==> config.mk <==
export PLATFORM = sky130hd
export DESIGN_NAME = vga_score_overlay
export DESIGN_NICKNAME = d
export VERILOG_FILES = /design/src/rtl/vga_score_overlay.sv
export SDC_FILE = /design/constraint.sdc
export NUM_CORES = 1
export LEC_CHECK = 0
export BUFFER_PORTS_ARGS = -buffer_cell sky130_fd_sc_hd__buf_4
export CELL_PAD_IN_SITES_DETAIL_PLACEMENT = 1
export CELL_PAD_IN_SITES_GLOBAL_PLACEMENT = 2
export CORE_ASPECT_RATIO = 1.2
export CORE_MARGIN = 2
export CORE_UTILIZATION = 33
export DETAILED_ROUTE_END_ITERATION = 6
export PLACE_DENSITY = 0.74
export SYNTH_ARGS = -nofsm -noshare
export SYNTH_HDL_FRONTEND = slang
export SYNTH_SLANG_ARGS = --single-unit
export TNS_END_PERCENT = 50
==> constraint.sdc <==
create_clock -name clk -period 2.65 [get_ports clk]
set_input_delay 0.53 -clock clk [delete_from_list [all_inputs] [get_ports clk]]
set_output_delay 0.53 -clock clk [all_outputs]
set_load 0.02 [all_outputs]
==> src/rtl/vga_score_overlay.sv <==
// Saturating N-digit BCD score counter rendered as 7-segment glyphs over the VGA raster.
// Pixel path is 2 pix_en beats deep and has no backpressure; the score counter updates on every clk.
module vga_score_overlay #(
  parameter int          DIGITS       = 3,
  parameter int          ORIGIN_X     = 5,
  parameter int          ORIGIN_Y     = 5,
  parameter int          SEG_L        = 50,
  parameter int          SEG_W        = 5,
  parameter int          PITCH        = 64,
  parameter int          FLASH_FRAMES = 16,
  parameter int          BLANK_LEAD   = 1,
  parameter logic [7:0]  COLOR        = 8'hE0
) (
  input  logic                  clk,
  input  logic                  reset,
  input  logic                  pix_en,
  input  logic [9:0]            CounterX,
  input  logic [9:0]            CounterY,
  input  logic                  inDisplayArea,
  input  logic                  score_inc,
  input  logic                  score_clr,
  input  logic                  flash_en,
  output logic [4*DIGITS-1:0]   score_bcd,
  output logic                  score_max,
  output logic                  pix_on,
  output logic [7:0]            rgb
);

  localparam int DW    = (DIGITS > 1) ? $clog2(DIGITS) : 1;
  localparam int BOX_W = SEG_L + SEG_W;
  localparam int BOX_H = 2 * SEG_L + SEG_W;
  localparam logic [9:0] LIM_W  = 10'(SEG_W);
  localparam logic [9:0] LIM_L  = 10'(SEG_L);
  localparam logic [9:0] LIM_LW = 10'(SEG_L + SEG_W);
  localparam logic [9:0] LIM_2L = 10'(2 * SEG_L);

  if (DIGITS < 1 || DIGITS > 4) begin : g_bad_digits
    $error("DIGITS must be 1..4");
  end
  if (PITCH < BOX_W + 1) begin : g_bad_pitch
    $error("PITCH too small, digit boxes would overlap");
  end
  if (ORIGIN_X + (DIGITS - 1) * PITCH + BOX_W > 1023 || ORIGIN_Y + BOX_H > 1023) begin : g_bad_box
    $error("digit boxes exceed the 10-bit raster");
  end
  if (FLASH_FRAMES < 1 || FLASH_FRAMES > 255) begin : g_bad_flash
    $error("FLASH_FRAMES must be 1..255");
  end

  // Score counter: nibble i (from the LSB) is digit DIGITS-1-i
  logic [4*DIGITS-1:0] score_nxt;
  logic                carry;

  always_comb begin
    score_nxt = score_bcd;
    carry     = 1'b1;
    score_max = 1'b1;
    for (int i = 0; i < DIGITS; i++) begin
      if (score_bcd[4*i +: 4] != 4'd9) score_max = 1'b0;
      if (carry) begin
        if (score_bcd[4*i +: 4] == 4'd9) begin
          score_nxt[4*i +: 4] = 4'd0;
        end else begin
          score_nxt[4*i +: 4] = score_bcd[4*i +: 4] + 4'd1;
          carry = 1'b0;
        end
      end
    end
  end

  always_ff @(posedge clk or posedge reset) begin
    if (reset)                       score_bcd <= '0;
    else if (score_clr)              score_bcd <= '0;
    else if (score_inc && !score_max) score_bcd <= score_nxt;
  end

  // Flash phase: flash_on=1 means glyphs are drawn
  logic [7:0] frame_cnt;
  logic       flash_on;
  logic       frame_tick;

  assign frame_tick = pix_en && (CounterX == 10'd0) && (CounterY == 10'd0);

  always_ff @(posedge clk or posedge reset) begin
    if (reset) begin
      frame_cnt <= 8'd0;
      flash_on  <= 1'b1;
    end else if (!flash_en) begin
      frame_cnt <= 8'd0;
      flash_on  <= 1'b1;
    end else if (frame_tick) begin
      if (frame_cnt == 8'(FLASH_FRAMES - 1)) begin
        frame_cnt <= 8'd0;
        flash_on  <= ~flash_on;
      end else begin
        frame_cnt <= frame_cnt + 8'd1;
      end
    end
  end

  // Stage 1: locate the digit box and local coordinates
  logic          box_hit;
  logic [DW-1:0] box_dig;
  logic [9:0]    box_lx, box_ly, x0, y0, dx, dy;

  always_comb begin
    box_hit = 1'b0;
    box_dig = '0;
    box_lx  = '0;
    box_ly  = '0;
    x0      = '0;
    y0      = 10'(ORIGIN_Y);
    dy      = CounterY - y0;
    dx      = '0;
    for (int d = 0; d < DIGITS; d++) begin
      x0 = 10'(ORIGIN_X + d * PITCH);
      dx = CounterX - x0;
      if (CounterX >= x0 && dx <= 10'(BOX_W) && CounterY >= y0 && dy <= 10'(BOX_H)) begin
        box_hit = 1'b1;
        box_dig = DW'(d);
        box_lx  = dx;
        box_ly  = dy;
      end
    end
  end

  logic          s1_vld, s1_hit, s1_de;
  logic [DW-1:0] s1_dig;
  logic [9:0]    s1_lx, s1_ly;

  always_ff @(posedge clk or posedge reset) begin
    if (reset) begin
      s1_vld <= 1'b0;
      s1_hit <= 1'b0;
      s1_de  <= 1'b0;
      s1_dig <= '0;
      s1_lx  <= '0;
      s1_ly  <= '0;
    end else if (pix_en) begin
      s1_vld <= 1'b1;
      s1_hit <= box_hit;
      s1_de  <= inDisplayArea;
      s1_dig <= box_dig;
      s1_lx  <= box_lx;
      s1_ly  <= box_ly;
    end
  end

  // Stage 2: digit value, leading-zero visibility, segment decode
  logic       any_nz, dig_vis, seg_hit, pix_nxt;
  logic [3:0] dig_val;
  logic [6:0] segs, seg_area;

  always_comb begin
    any_nz  = 1'b0;
    dig_val = 4'd0;
    dig_vis = 1'b0;
    for (int d = 0; d < DIGITS; d++) begin
      any_nz = any_nz || (score_bcd[4*(DIGITS-1-d) +: 4] != 4'd0);
      if (s1_dig == DW'(d)) begin
        dig_val = score_bcd[4*(DIGITS-1-d) +: 4];
        dig_vis = any_nz || (d == DIGITS - 1) || (BLANK_LEAD == 0);
      end
    end
    case (dig_val)
      4'd0:    segs = 7'b1111110;
      4'd1:    segs = 7'b0110000;
      4'd2:    segs = 7'b1101101;
      4'd3:    segs = 7'b1111001;
      4'd4:    segs = 7'b0110011;
      4'd5:    segs = 7'b1011011;
      4'd6:    segs = 7'b1011111;
      4'd7:    segs = 7'b1110000;
      4'd8:    segs = 7'b1111111;
      4'd9:    segs = 7'b1111011;
      default: segs = 7'b0000000;
    endcase
    // {a,b,c,d,e,f,g}
    seg_area[6] = (s1_ly <= LIM_W);
    seg_area[5] = (s1_lx >= LIM_L) && (s1_ly <= LIM_LW);
    seg_area[4] = (s1_lx >= LIM_L) && (s1_ly >= LIM_L);
    seg_area[3] = (s1_ly >= LIM_2L);
    seg_area[2] = (s1_lx <= LIM_W) && (s1_ly >= LIM_L);
    seg_area[1] = (s1_lx <= LIM_W) && (s1_ly <= LIM_LW);
    seg_area[0] = (s1_ly >= LIM_L) && (s1_ly <= LIM_LW);
    seg_hit = |(segs & seg_area);
    pix_nxt = s1_vld && s1_hit && s1_de && dig_vis && seg_hit && flash_on;
  end

  always_ff @(posedge clk or posedge reset) begin
    if (reset) begin
      pix_on <= 1'b0;
      rgb    <= 8'h00;
    end else if (pix_en) begin
      pix_on <= pix_nxt;
      rgb    <= pix_nxt ? COLOR : 8'h00;
    end
  end

endmodule

==> results.md, run 1 <==
- Status: finished clean
- Hold buffers post-CTS: 0
- Critical path class: in -> reg
- Resize count post-CTS: 0
- VDD IR max: 0.234 mV
- Die Area: 11100 µm²
- Post-DP HPWL: 7.10 mm
- CP Capture Type: flip-flop
- Proportion of synthesized area in mux cells: 4.61%
- Post-route ant nets: 0
- Post-route cell area: 4130 µm²
- Max Cap Viol: 0
- Synth area leaders: dfrtp_1, ha_1, nand2_1
- Startpoint types: input pin
- Die height: 115 µm
- DR DRC count: 0
- Pwr Total: 1.74 mW
- Syn avg cell area: 8.83 µm²
- First-pass GRT wire length: 15.1 mm
- Clk Latency, worst-skew pair: 0.29 ns
- Worst-path fanout max: 12
- Vias in the first global route: 3138
- Grt total ovfl: 0
- Main combinational cell family by area after synthesis: simple AND/OR/NAND/NOR gates
- Count of standard-cell rows: 40
- Net Switching: 522 µW
- Reg2reg setup slack: 0.36 ns
- Core Region: 10000 µm²
- Worst-path clk slew: 0.07 ns
- Clock Skews: 0.00567 ns
- Clock power share: 36.4%
- GRT Util Overall: 17.2%
- Pleak: 1.85 nW
- Input/output buffers: 43
- Placed inst area: 3980 µm²
- Total I/O pin count: 49
- CP arrival: 2.65 ns
- Synthesis-to-layout area growth: 21.8%
- Post-Synth XOR/XNOR Area: 3.10%
- PwrDens: 421 nW/µm²
- Initial Util: 33.9%
- Sw frac: 30.0%
- CTS tree: done
- Fmax achieved: 0.408 GHz
- Hold Path Class: in -> async
- Final net count: 493
- Inst Count DP: 564
- Slew Limit Fails: 0
- Endpoints failing setup: 0
- Reg power frac: 42.1%
- Top FF cell, synth: dfrtp_1
- Comb power frac: 21.4%
- Root Buffer Master: clkbuf_16
- Yosys top cell by area: dfrtp_1
- Number of hold violations in the final report: 0
- Slew margin rel.: 52.3%
- Reg2Reg Depth: 8
- Share of layout cells above drive strength 1: 22.4%
- Simple-Gate Fraction of Synth Area: 22.4%
- Tightest Pin Transition: 0.716 ns
- Vias: 2972
- Final worst-path cycle share: 92.4%
- Routed vias/inst: 5.20
- Synth top cells by count: dfrtp_1, nand2_1, nor2_1, inv_1, ha_1
- Number of synthesized flops with an enable pin: 0
- FILL cells: 1221
- Clk buf depth: 2
- Compound-Gate Fraction of Synth Area: 22.1%
- Synth top area share: 32.5%
- Gpl congestion: 0.785
- Most frequent cell after synthesis: dfrtp_1
- Synth warn: 0
- Die W: 96.5 µm
- Number of synthesized register bits: 45
- Non-Filler Instances: 572
- # Post-CTS Setup Buffers: 0
- Worst reg2reg startpoint: s1_dig[0]$_DFFE_PP0P_
- CTS buffer count: 5
- Worst R2R End: rgb[6]$_DFFE_PP0P_
- Fin util: 41.3%
- Routed wire per std cell: 15.6 µm
- Cells after synthesis: 384
- Initial antenna violation count: 0
- Ys async rst share: 100%
- Drt initial violations: 107
- Pre-antenna DRT Iters: 4
- H-Tree Depth: 2
- P_int: 1.22 mW
- Required time of the critical path: 2.85 ns
- Routed wire length: 8.92 mm
- Unrepaired setup endpoints after global routing: false
- Sequential share of the synthesized area: 33.3%
- Mapped cell area: 3390 µm²
- Setup_tns: 0 ns
- Count of different cell masters after synthesis: 68
- Ant. Diodes: 0
- Fin crit period: 2.45 ns
- Adder-cell area share of the yosys netlist: 7.75%
- Pin count of the biggest net entering global routing: 23
- Clk sink count: 45
==> layout by cell type, fill, tap and decap left out, types with 3 or more instances in the layout <==
master / synthesis / routed
nand2b_1: 10 / 10
nor4_1: 6 / 6
and3_1: 7 / 7
nand4b_1: 3 / 3
nand2_1: 35 / 35
o22ai_1: 3 / 3
conb_1: 1 / 5
nand3_1: 16 / 16
nor3_1: 8 / 8
buf_4: 8 / 70
ha_1: 21 / 21
o21a_1: 4 / 4
inv_1: 25 / 24
a211oi_1: 5 / 5
xnor2_1: 5 / 5
nand3b_1: 5 / 5
a21o_1: 4 / 4
a21oi_1: 9 / 9
o31ai_1: 8 / 8
o311ai_0: 3 / 3
clkbuf_16: 0 / 5
a31oi_1: 3 / 3
o2bb2ai_2: 5 / 5
xor2_1: 7 / 7
nor2b_1: 17 / 17
o21ai_0: 10 / 10
mux2i_1: 10 / 10
dfrtp_1: 44 / 44
nor2_1: 26 / 26
o22ai_2: 4 / 4
o211ai_1: 3 / 3
o21ai_1: 16 / 16
==> critical path, cell delays in order <==
cell and delay (ns):
buf_4 0.11, or3_4 0.37, or4_1 0.53, a21o_1 0.23, a221oi_4 0.32, o311ai_2 0.18
buf_12 0.19, o31ai_1 0.19
==> per-layer routing <==
layer	track usage [%]	wire [µm]	share of wire (%)	vias up
met1	20.3	3850	43	1444
met3	2.16	209	2.3	6
met4	4.23	102	1.1	0
met5	0	0	0	-
met2	32.3	4760	53	39
li1	-	-	-	1483
==> cell families after synthesis <==
family / after synthesis
AOI/OAI and AO/OA: 97
xor gates and xnor gates: 12
adders and majority gates: 21
buffers and inverters: 48
DFF: 45
muxes: 14
other: 1
and+or+nand+nor: 146
==> worst max path at each step <==
stage	from	endpoint
after floorplan	CounterY[3]	s1_hit$_DFFE_PP0P_
after global placement	CounterY[3]	s1_ly[1]$_DFFE_PP0P_
after detailed placement	CounterY[3]	s1_lx[1]$_DFFE_PP0P_
after CTS	CounterY[3]	s1_lx[1]$_DFFE_PP0P_
after global routing	CounterY[3]	s1_ly[1]$_DFFE_PP0P_
final	CounterY[3]	s1_lx[1]$_DFFE_PP0P_
==> flip-flops by register name, indices dropped and copies added (netlist names) <==
register,count
flash_on,1
s1_lx,9
s1_hit,1
s1_dig,2
s1_vld,1
s1_de,1
score_bcd,12
frame_cnt,8
rgb,1
s1_ly,9
==> power groups by stage <==
stage | combinational [mW] | clock (mW) | sequential, mW
after floorplan | 0.219 | 0 | 0.751
after global placement | 0.366 | 0 | 0.745
after detailed placement | 0.375 | 0 | 0.746
after CTS | 0.379 | 0.652 | 0.733
after global routing | 0.417 | 0.680 | 0.736
final | 0.373 | 0.634 | 0.732
==> per-stage QoR <==
| stage | setup slack [ns] | hold slack, ns |
|---|---|---|
| after global routing | 0.0975 | 0.160 |
| final | 0.202 | 0.145 |
| after detailed placement | -0.118 | 0.466 |
| after global placement | -0.0615 | 0.450 |
| after CTS | 0.182 | 0.146 |
| after floorplan | 0.0695 | 0.437 |
==> final cells by class <==
| class | instances | area, µm² | area share, % |
|---|---|---|---|
| inverter | 27 | 101 | 2.45 |
| clock buffer | 5 | 125 | 3.03 |
| timing repair buffer | 71 | 546 | 13.2 |
| sequential | 45 | 1130 | 27.3 |
| clock inverter | 3 | 21.3 | 0.515 |
| tap | 126 | 158 | 3.82 |
| multi-input combinational | 295 | 2050 | 49.7 |
(Power assumes the default switching activity.)
==> inputs of run 2 (changes only) <==
ABC_AREA = 1   (was default)
CORE_UTILIZATION = 32   (was 33)
PLACE_DENSITY = 0.79   (was 0.74)
==> run 2 against run 1 <==
Net effect: maximum frequency up 12%; final cell count increased by 24%; utilization fell by 3.1 points; largest power group unchanged.
==> results.md, run 2 <==
- Largest Register: score_bcd
- Pin count of the biggest net entering global routing: 30 (+30%)
- First-pass GRT wire length: 16.9 mm (+12%)
- Share of layout cells above drive strength 1: 12.8% (-9.6 points)
- Synth top area share: 31.8% (-0.64 points)
- Status: finished clean
- Drt initial violations: 144 (+35%)
- Synth area leaders: dfrtp_1, nand2_1, inv_1
- Gpl congestion: 0.853 (+8.7%)
- Number of synthesized register bits: 46 (+2.2%)
- Slowest cell on crit path: dfrtp_1
- Clk sink count: 46 (+2.2%)
- Net Switching: 593 µW (+14%)
- Top Registers: score_bcd (12), s1_ly (10), s1_lx (9)
- Initial antenna violation count: 0 (unchanged)
- Most frequent cell after synthesis: nand2_1
- Reg2Reg Depth: 18 (+10)
- Count of different cell masters after synthesis: 42 (-38%)
- Worst R2R End: rgb[6]$_DFFE_PP0P_
- Vias: 3434 (+16%)
- Slew Limit Fails: 0 (unchanged)
- P_int: 1.37 mW (+13%)
- Post-route ant nets: 0 (unchanged)
- Required time of the critical path: 2.83 ns (-0.02 ns)
- CP arrival: 2.36 ns (-0.29 ns)
- Place WS: 0.324 ns (+0.442 ns)
- Commonest non-fill, non-tap cell in the layout: nand2_1
- Critical path class: reg -> reg
- Endpoints failing setup: 0 (unchanged)
- GRT Util Overall: 17.4% (+0.26 points)
- Sequential share of the synthesized area: 32.6% (-0.67 points)
- Final net count: 625 (+27%)
- Worst-path fanout max: 5 (-7)
- CP peak stage delay: 0.44 ns (-0.09 ns)
- Fmax achieved: 0.459 GHz (+12%)
- DR DRC count: 0 (unchanged)
- Initial Util: 32.5% (-1.4 points)
- Most Frequent Cell on Critical Path: nand2_1
- Vias in the first global route: 3578 (+14%)
- Routed vias/inst: 4.84 (-6.8%)
- Slew margin rel.: 59.9% (+7.6 points)
- Root Buffer Master: clkbuf_16
- Resize count post-CTS: 0 (unchanged)
- Worst path cell trace: nor2_1, inv_1, nor2_1, a221oi_1, buf_4, inv_1, ha_1, inv_1, nand2_1, o21ai_0, nand2_1, nand2_1, nand2_1, nand2_1, nor2_1, nand2_1, nand2_1, nand2_1
- Grt total ovfl: 0 (unchanged)
- Ys async rst share: 100% (unchanged)
- Mapped cell area: 3540 µm² (+4.3%)
- Input/output buffers: 43 (unchanged)
- Clk Latency, worst-skew pair: 0.29 ns (about the same)
- Worst reg2reg startpoint: s1_dig[1]$_DFFE_PP0P_
- Die Area: 11900 µm² (+7.3%)
- CTS tree: done
- Pleak: 2.23 nW (+21%)
- Final worst-path cycle share: 82.1% (-10 points)
- Number of synthesized flops with an enable pin: 0 (unchanged)
- Final setup margin: 0.473 ns (+0.272 ns)
- Pwr Total: 1.96 mW (+13%)
- Clock Skews: 0.00876 ns (+0.00309 ns)
- Unrepaired setup endpoints after global routing: false
- Hold Path Class: in -> async
- Pre-antenna DRT Iters: 4 (unchanged)
- FILL cells: 1421 (+16%)
- Clk buf depth: 2 (unchanged)
- Reg2reg setup slack: 0.47 ns (+0.11 ns)
- Synthesis-to-layout area growth: 17.2%
- Setup_tns: 0 ns (unchanged)
- Top FF cell, synth: dfrtp_1
- Yosys top cell by area: dfrtp_1
- Max FFs per register: 12 (unchanged)
- Sw frac: 30.2% (+0.21 points)
- CTS buffer count: 5 (unchanged)
- Reg power frac: 39.2% (-2.9 points)
- Ant. Diodes: 0 (unchanged)
- Number of hold violations in the final report: 0 (unchanged)
- Die height: 119 µm (+3.6%)
- Startpoint types: flip-flop
- Commonest cells after routing, fill and taps aside: nand2_1, inv_1, nor2_1
- # Post-CTS Setup Buffers: 0 (unchanged)
- Cells after synthesis: 531 (+38%)
- Comb power frac: 23.4% (+2.0 points)
- Syn avg cell area: 6.66 µm² (-25%)
- Synth top cells by count: nand2_1, inv_1, nor2_1, nand3_1, dfrtp_1
- VDD IR max: 0.219 mV (-6.4%)
- Routed wire length: 9.67 mm (+8.4%)
- Routed wire per std cell: 13.6 µm (-13%)
- H-Tree Depth: 2 (unchanged)
- CP Capture Type: flip-flop
- Tightest Pin Transition: 0.601 ns (-0.114 ns)
- Die W: 100 µm (+3.6%)
- Count of standard-cell rows: 42 (+5.0%)
- Worst-path clk slew: 0.07 ns (about the same)
- Core Region: 10900 µm² (+8.7%)
- Hold buffers post-CTS: 0 (unchanged)
- Max Cap Viol: 0 (unchanged)
- Fin crit period: 2.18 ns (-0.272 ns)
- Clock power share: 37.4% (+1.0 points)
- PwrDens: 474 nW/µm² (+12%)
- Synth warn: 0 (unchanged)
- Post-DP HPWL: 7.97 mm (+12%)
- Total I/O pin count: 49 (unchanged)
run 2: cell types whose count changed after synthesis, sizes merged, moves of 7 or more:
cell and change:
mux2i -11, inv +57, nor2 +41, nor2b -17
nand2 +119, nand4 +10, nand2b -10, and3 -7
nand3 +38
run 2: through the flow:
step	cell area (µm²)	utilization (%)	hold slack (ns)	cells
2_1_floorplan	3550	-	0.423	535
3_3_place_gp	3970	36.5	0.438	701
3_5_place_dp	3970	36.5	0.460	701
4_1_cts	4150	38.1	0.328	709
5_1_grt	4150	38.1	0.371	709
6_report	4150	38.1	0.308	709
run 2: worst max path at each step:
stage,to,slack (ns),from,cells after the start
2_1_floorplan,rgb[6]$_DFFE_PP0P_,0.65,score_bcd[4]$_DFFE_PP0P_,16
3_3_place_gp,s1_hit$_DFFE_PP0P_,0.36,CounterX[1],14
3_5_place_dp,s1_lx[4]$_DFFE_PP0P_,0.32,CounterX[1],14
4_1_cts,rgb[6]$_DFFE_PP0P_,0.45,s1_dig[1]$_DFFE_PP0P_,18
5_1_grt,rgb[6]$_DFFE_PP0P_,0.21,s1_dig[1]$_DFFE_PP0P_,18
6_report,rgb[6]$_DFFE_PP0P_,0.47,s1_dig[1]$_DFFE_PP0P_,18
run 2: logic make-up (layout without fill, tap and decap cells):
| family | Yosys count | count (layout) | synth area share [%] |
|---|---|---|---|
| other | 1 | 5 | 0.106 |
| AO/OA/AOI/OAI | 53 | 53 | 8.53 |
| XOR/XNOR | 5 | 5 | 1.24 |
| AND/OR/NAND/NOR | 305 | 305 | 37.7 |
| buffers and inverters | 99 | 141 | 12.1 |
| flip-flops | 46 | 46 | 32.6 |
| adder cells (fa/ha/maj) | 22 | 22 | 7.78 |
run 2: critical path: cells and delay by family, from the launching register on:
family,cells,cell delay (ns)
simple gates,11,0.90
buf+inv,4,0.39
compound gates,2,0.15
fa+ha+maj,1,0.17
flops,1,0.44
run 2: per-layer routing:
metal / vias to the layer above / GRT usage, % / wire [µm]
met4: 0 / 5.65 / 193
met5: - / 0 / 0
met1: 1627 / 20.9 / 4210
li1: 1764 / - / -
met3: 11 / 1.76 / 141
met2: 32 / 32.2 / 5130
run 2: power by group through the flow:
stage / combinational (mW) / clock [mW] / sequential, mW
floorplan: 0.279 / 0 / 0.797
global placement: 0.460 / 0 / 0.785
detailed placement: 0.467 / 0 / 0.785
CTS: 0.469 / 0.759 / 0.772
global route: 0.533 / 0.776 / 0.777
finish: 0.459 / 0.734 / 0.771
run 2: layout make-up:
cell class | count | area (µm²) | area share [%]
sequential | 46 | 1150 | 27.8
multi-input combinational | 390 | 1970 | 47.6
tap | 132 | 165 | 3.98
inverter | 84 | 315 | 7.61
clock inverter | 1 | 30.0 | 0.724
timing repair buffer | 49 | 368 | 8.87
clock buffer | 7 | 143 | 3.44
==> inputs of run 3 (changes only) <==
ABC_AREA = 0   (was 1)
PLACE_DENSITY = 0.75   (was 0.79)
clock period = 2 ns   (was 2.65 ns; I/O delays follow)
==> run 3 against run 2 <==
Net effect: the flow now finishes with violations (setup timing); first-iteration DRC count decreased by 44%; via count decreased by 6.6%; global-route usage increased by 0.21 points; clock power increased by 13%; flip-flop and latch count decreased by 1.
==> results.md, run 3 (synthesis gave the netlist of run 1 again) <==
- CP arrival: 2.41 ns (+0.05 ns)
- Place WS: -0.556 ns (-0.880 ns)
- Count of standard-cell rows: 41 (-2.4%)
- Clk sink count: 45 (-2.2%)
- Largest Register: score_bcd
- Total I/O pin count: 49 (unchanged)
- CTS buffer count: 5 (unchanged)
- Tightest Pin Transition: 0.588 ns (-0.0134 ns)
- Hold buffers post-CTS: 0 (unchanged)
- Die Area: 11400 µm² (-4.0%)
- Worst path cell trace: buf_6, or3_4, or4_4, a21o_1, a221oi_4, o311ai_2, buf_4, o31ai_2
- Initial Util: 32.5% (+0.043 points)
- Final worst-path cycle share: 110%
- Worst Path Buf+Inv: 2 (-2)
- Vias in the first global route: 3421 (-4.4%)
- Drt initial violations: 81 (-44%)
- Delay-heaviest family, CP: compound AO/OA/AOI/OAI gates
- Endpoints failing setup: 14 (+14)
- Pre-antenna DRT Iters: 4 (unchanged)
- CP peak stage delay: 0.48 ns (+0.04 ns)
- Max Cap Viol: 0 (unchanged)
- Core Region: 10400 µm² (-4.3%)
- Number of hold violations in the final report: 0 (unchanged)
- Max FFs per register: 12 (unchanged)
- Worst-path fanout max: 6 (+1)
- Commonest non-fill, non-tap cell in the layout: buf_4
- Pin count of the biggest net entering global routing: 46 (+53%)
- Synthesis-to-layout area growth: 36.6%
- Pleak: 2.12 nW (-5.0%)
- Final net count: 545 (-13%)
- Commonest cells after routing, fill and taps aside: buf_4, dfrtp_1, nand2_1
- Die height: 117 µm (-2.0%)
- Routed vias/inst: 5.11 (+5.6%)
- Fin util: 44.5% (+6.3 points)
- Gpl congestion: 0.823 (-3.5%)
- VDD IR max: 0.281 mV (+28%)
- Final setup margin: -0.209 ns (-0.683 ns)
- Critical path class: in -> reg
- Required time of the critical path: 2.20 ns (-0.63 ns)
- Top Registers: score_bcd (12), s1_lx (9), s1_ly (9)
- CTS tree: done
- Failing checks: setup timing
- Slew Limit Fails: 0 (unchanged)
- Grt total ovfl: 0 (unchanged)
- Hold Path Class: in -> async
- Root Buffer Master: clkbuf_16
- Slew margin rel.: 60.8% (+0.95 points)
- Fmax achieved: 0.453 GHz
- Input/output buffers: 43 (unchanged)
- DR DRC count: 0 (unchanged)
- Slowest cell on crit path: or4_4
- CP Capture Type: flip-flop
- Status: complete, but fails checks
- Startpoint types: input pin
- Routed wire per std cell: 15.4 µm (+13%)
- GRT Util Overall: 17.6% (+0.21 points)
- Clk buf depth: 2 (unchanged)
- Ant. Diodes: 0 (unchanged)
- Unrepaired setup endpoints after global routing: true
- Post-DP HPWL: 7.51 mm (-5.8%)
- First-pass GRT wire length: 16.5 mm (-2.9%)
- Share of layout cells above drive strength 1: 34.9% (+22 points)
- Initial antenna violation count: 0 (unchanged)
- H-Tree Depth: 2 (unchanged)
- Routed wire length: 9.67 mm (about the same)
- Clock Skews: 0.00664 ns (-0.00212 ns)
- Vias: 3207 (-6.6%)
- Worst-path clk slew: 0.06 ns (about the same)
- PwrDens: 516 nW/µm² (+8.9%)
- Die W: 98.0 µm (-2.0%)
- Post-route ant nets: 0 (unchanged)
- Fin crit period: 2.21 ns
- Clk Latency, worst-skew pair: 0.29 ns (about the same)
- Setup_tns: -1.93 ns (-1.93 ns)
## run 3: cell count changes in the layout (fill, tap and decap cells not counted), sizes merged, moves of 11 or more
cell,delta
nor2b,+17
buf,+74
mux2i,+11
nand3,-38
nor2,-41
nand2,-119
inv,-57
## run 3: worst min-delay path: cells and delay by family
family	cells	cell delay, ns
buffers and inverters	3	0.61
## run 3: worst paths after layout
check,startpoint,to,slack (ns),cells past startpoint
min reg2reg,s1_vld$_DFFE_PP0P_,s1_vld$_DFFE_PP0P_,0.48,1
min in group clk,flash_en,flash_on$_DFFE_PP1P_,0.31,2
max,CounterY[5],s1_lx[1]$_DFFE_PP0P_,-0.21,8
max reg2reg,s1_dig[1]$_DFFE_PP0P_,rgb[6]$_DFFE_PP0P_,-0.14,10
min,reset,frame_cnt[3]$_DFFE_PP0P_,0.25,3
max in group asynchronous,reset,s1_ly[9]$_DFFE_PP0P_,1.34,3
## run 3: stage by stage
| stage | power (mW) | cells | hold WS, ns | area (µm²) |
|---|---|---|---|---|
| 6_report | 2.39 | 627 | 0.252 | 4630 |
| 3_5_place_dp | 1.56 | 617 | 0.456 | 4350 |
| 3_3_place_gp | 1.54 | 617 | 0.452 | 4350 |
| 5_1_grt | 2.53 | 627 | 0.308 | 4630 |
| 4_1_cts | 2.41 | 628 | 0.278 | 4560 |
| 2_1_floorplan | 1.29 | 388 | 0.437 | 3410 |
## run 3: per-layer routing
metal	global-route usage [%]	routed length, µm	vias up
met4	5.37	111	0
met2	33.3	5310	48
met5	0	0	-
met3	2.33	241	9
met1	20.8	4000	1566
li1	-	-	1584
## run 3: where the power goes
| part | switching (mW) | internal (mW) | leakage [nW] | total, mW |
|---|---|---|---|---|
| sequential | 0.0270 | 0.933 | 0.612 | 0.960 |
| combinational | 0.318 | 0.284 | 1.44 | 0.603 |
| clock | 0.362 | 0.465 | 0.0641 | 0.827 |
## run 3: final cells by class
class,instances,area (µm²)
flip-flops and latches,45,1130
well taps,129,161
fillers,1255,5780
repair buffers,123,931
inverters,27,101
multi-input cells,295,2170
clock inverters,1,7.51
clock buffers,7,133
## run 3: timing repair
| item | CTS | global route |
|---|---|---|
| gates cloned | 0 | 0 |
| gates resized for setup | 11 | 19 |
| buffers inserted | 3 | 0 |
| endpoints found under the setup margin | 16 | 25 |
| pin swaps | 7 | 10 |
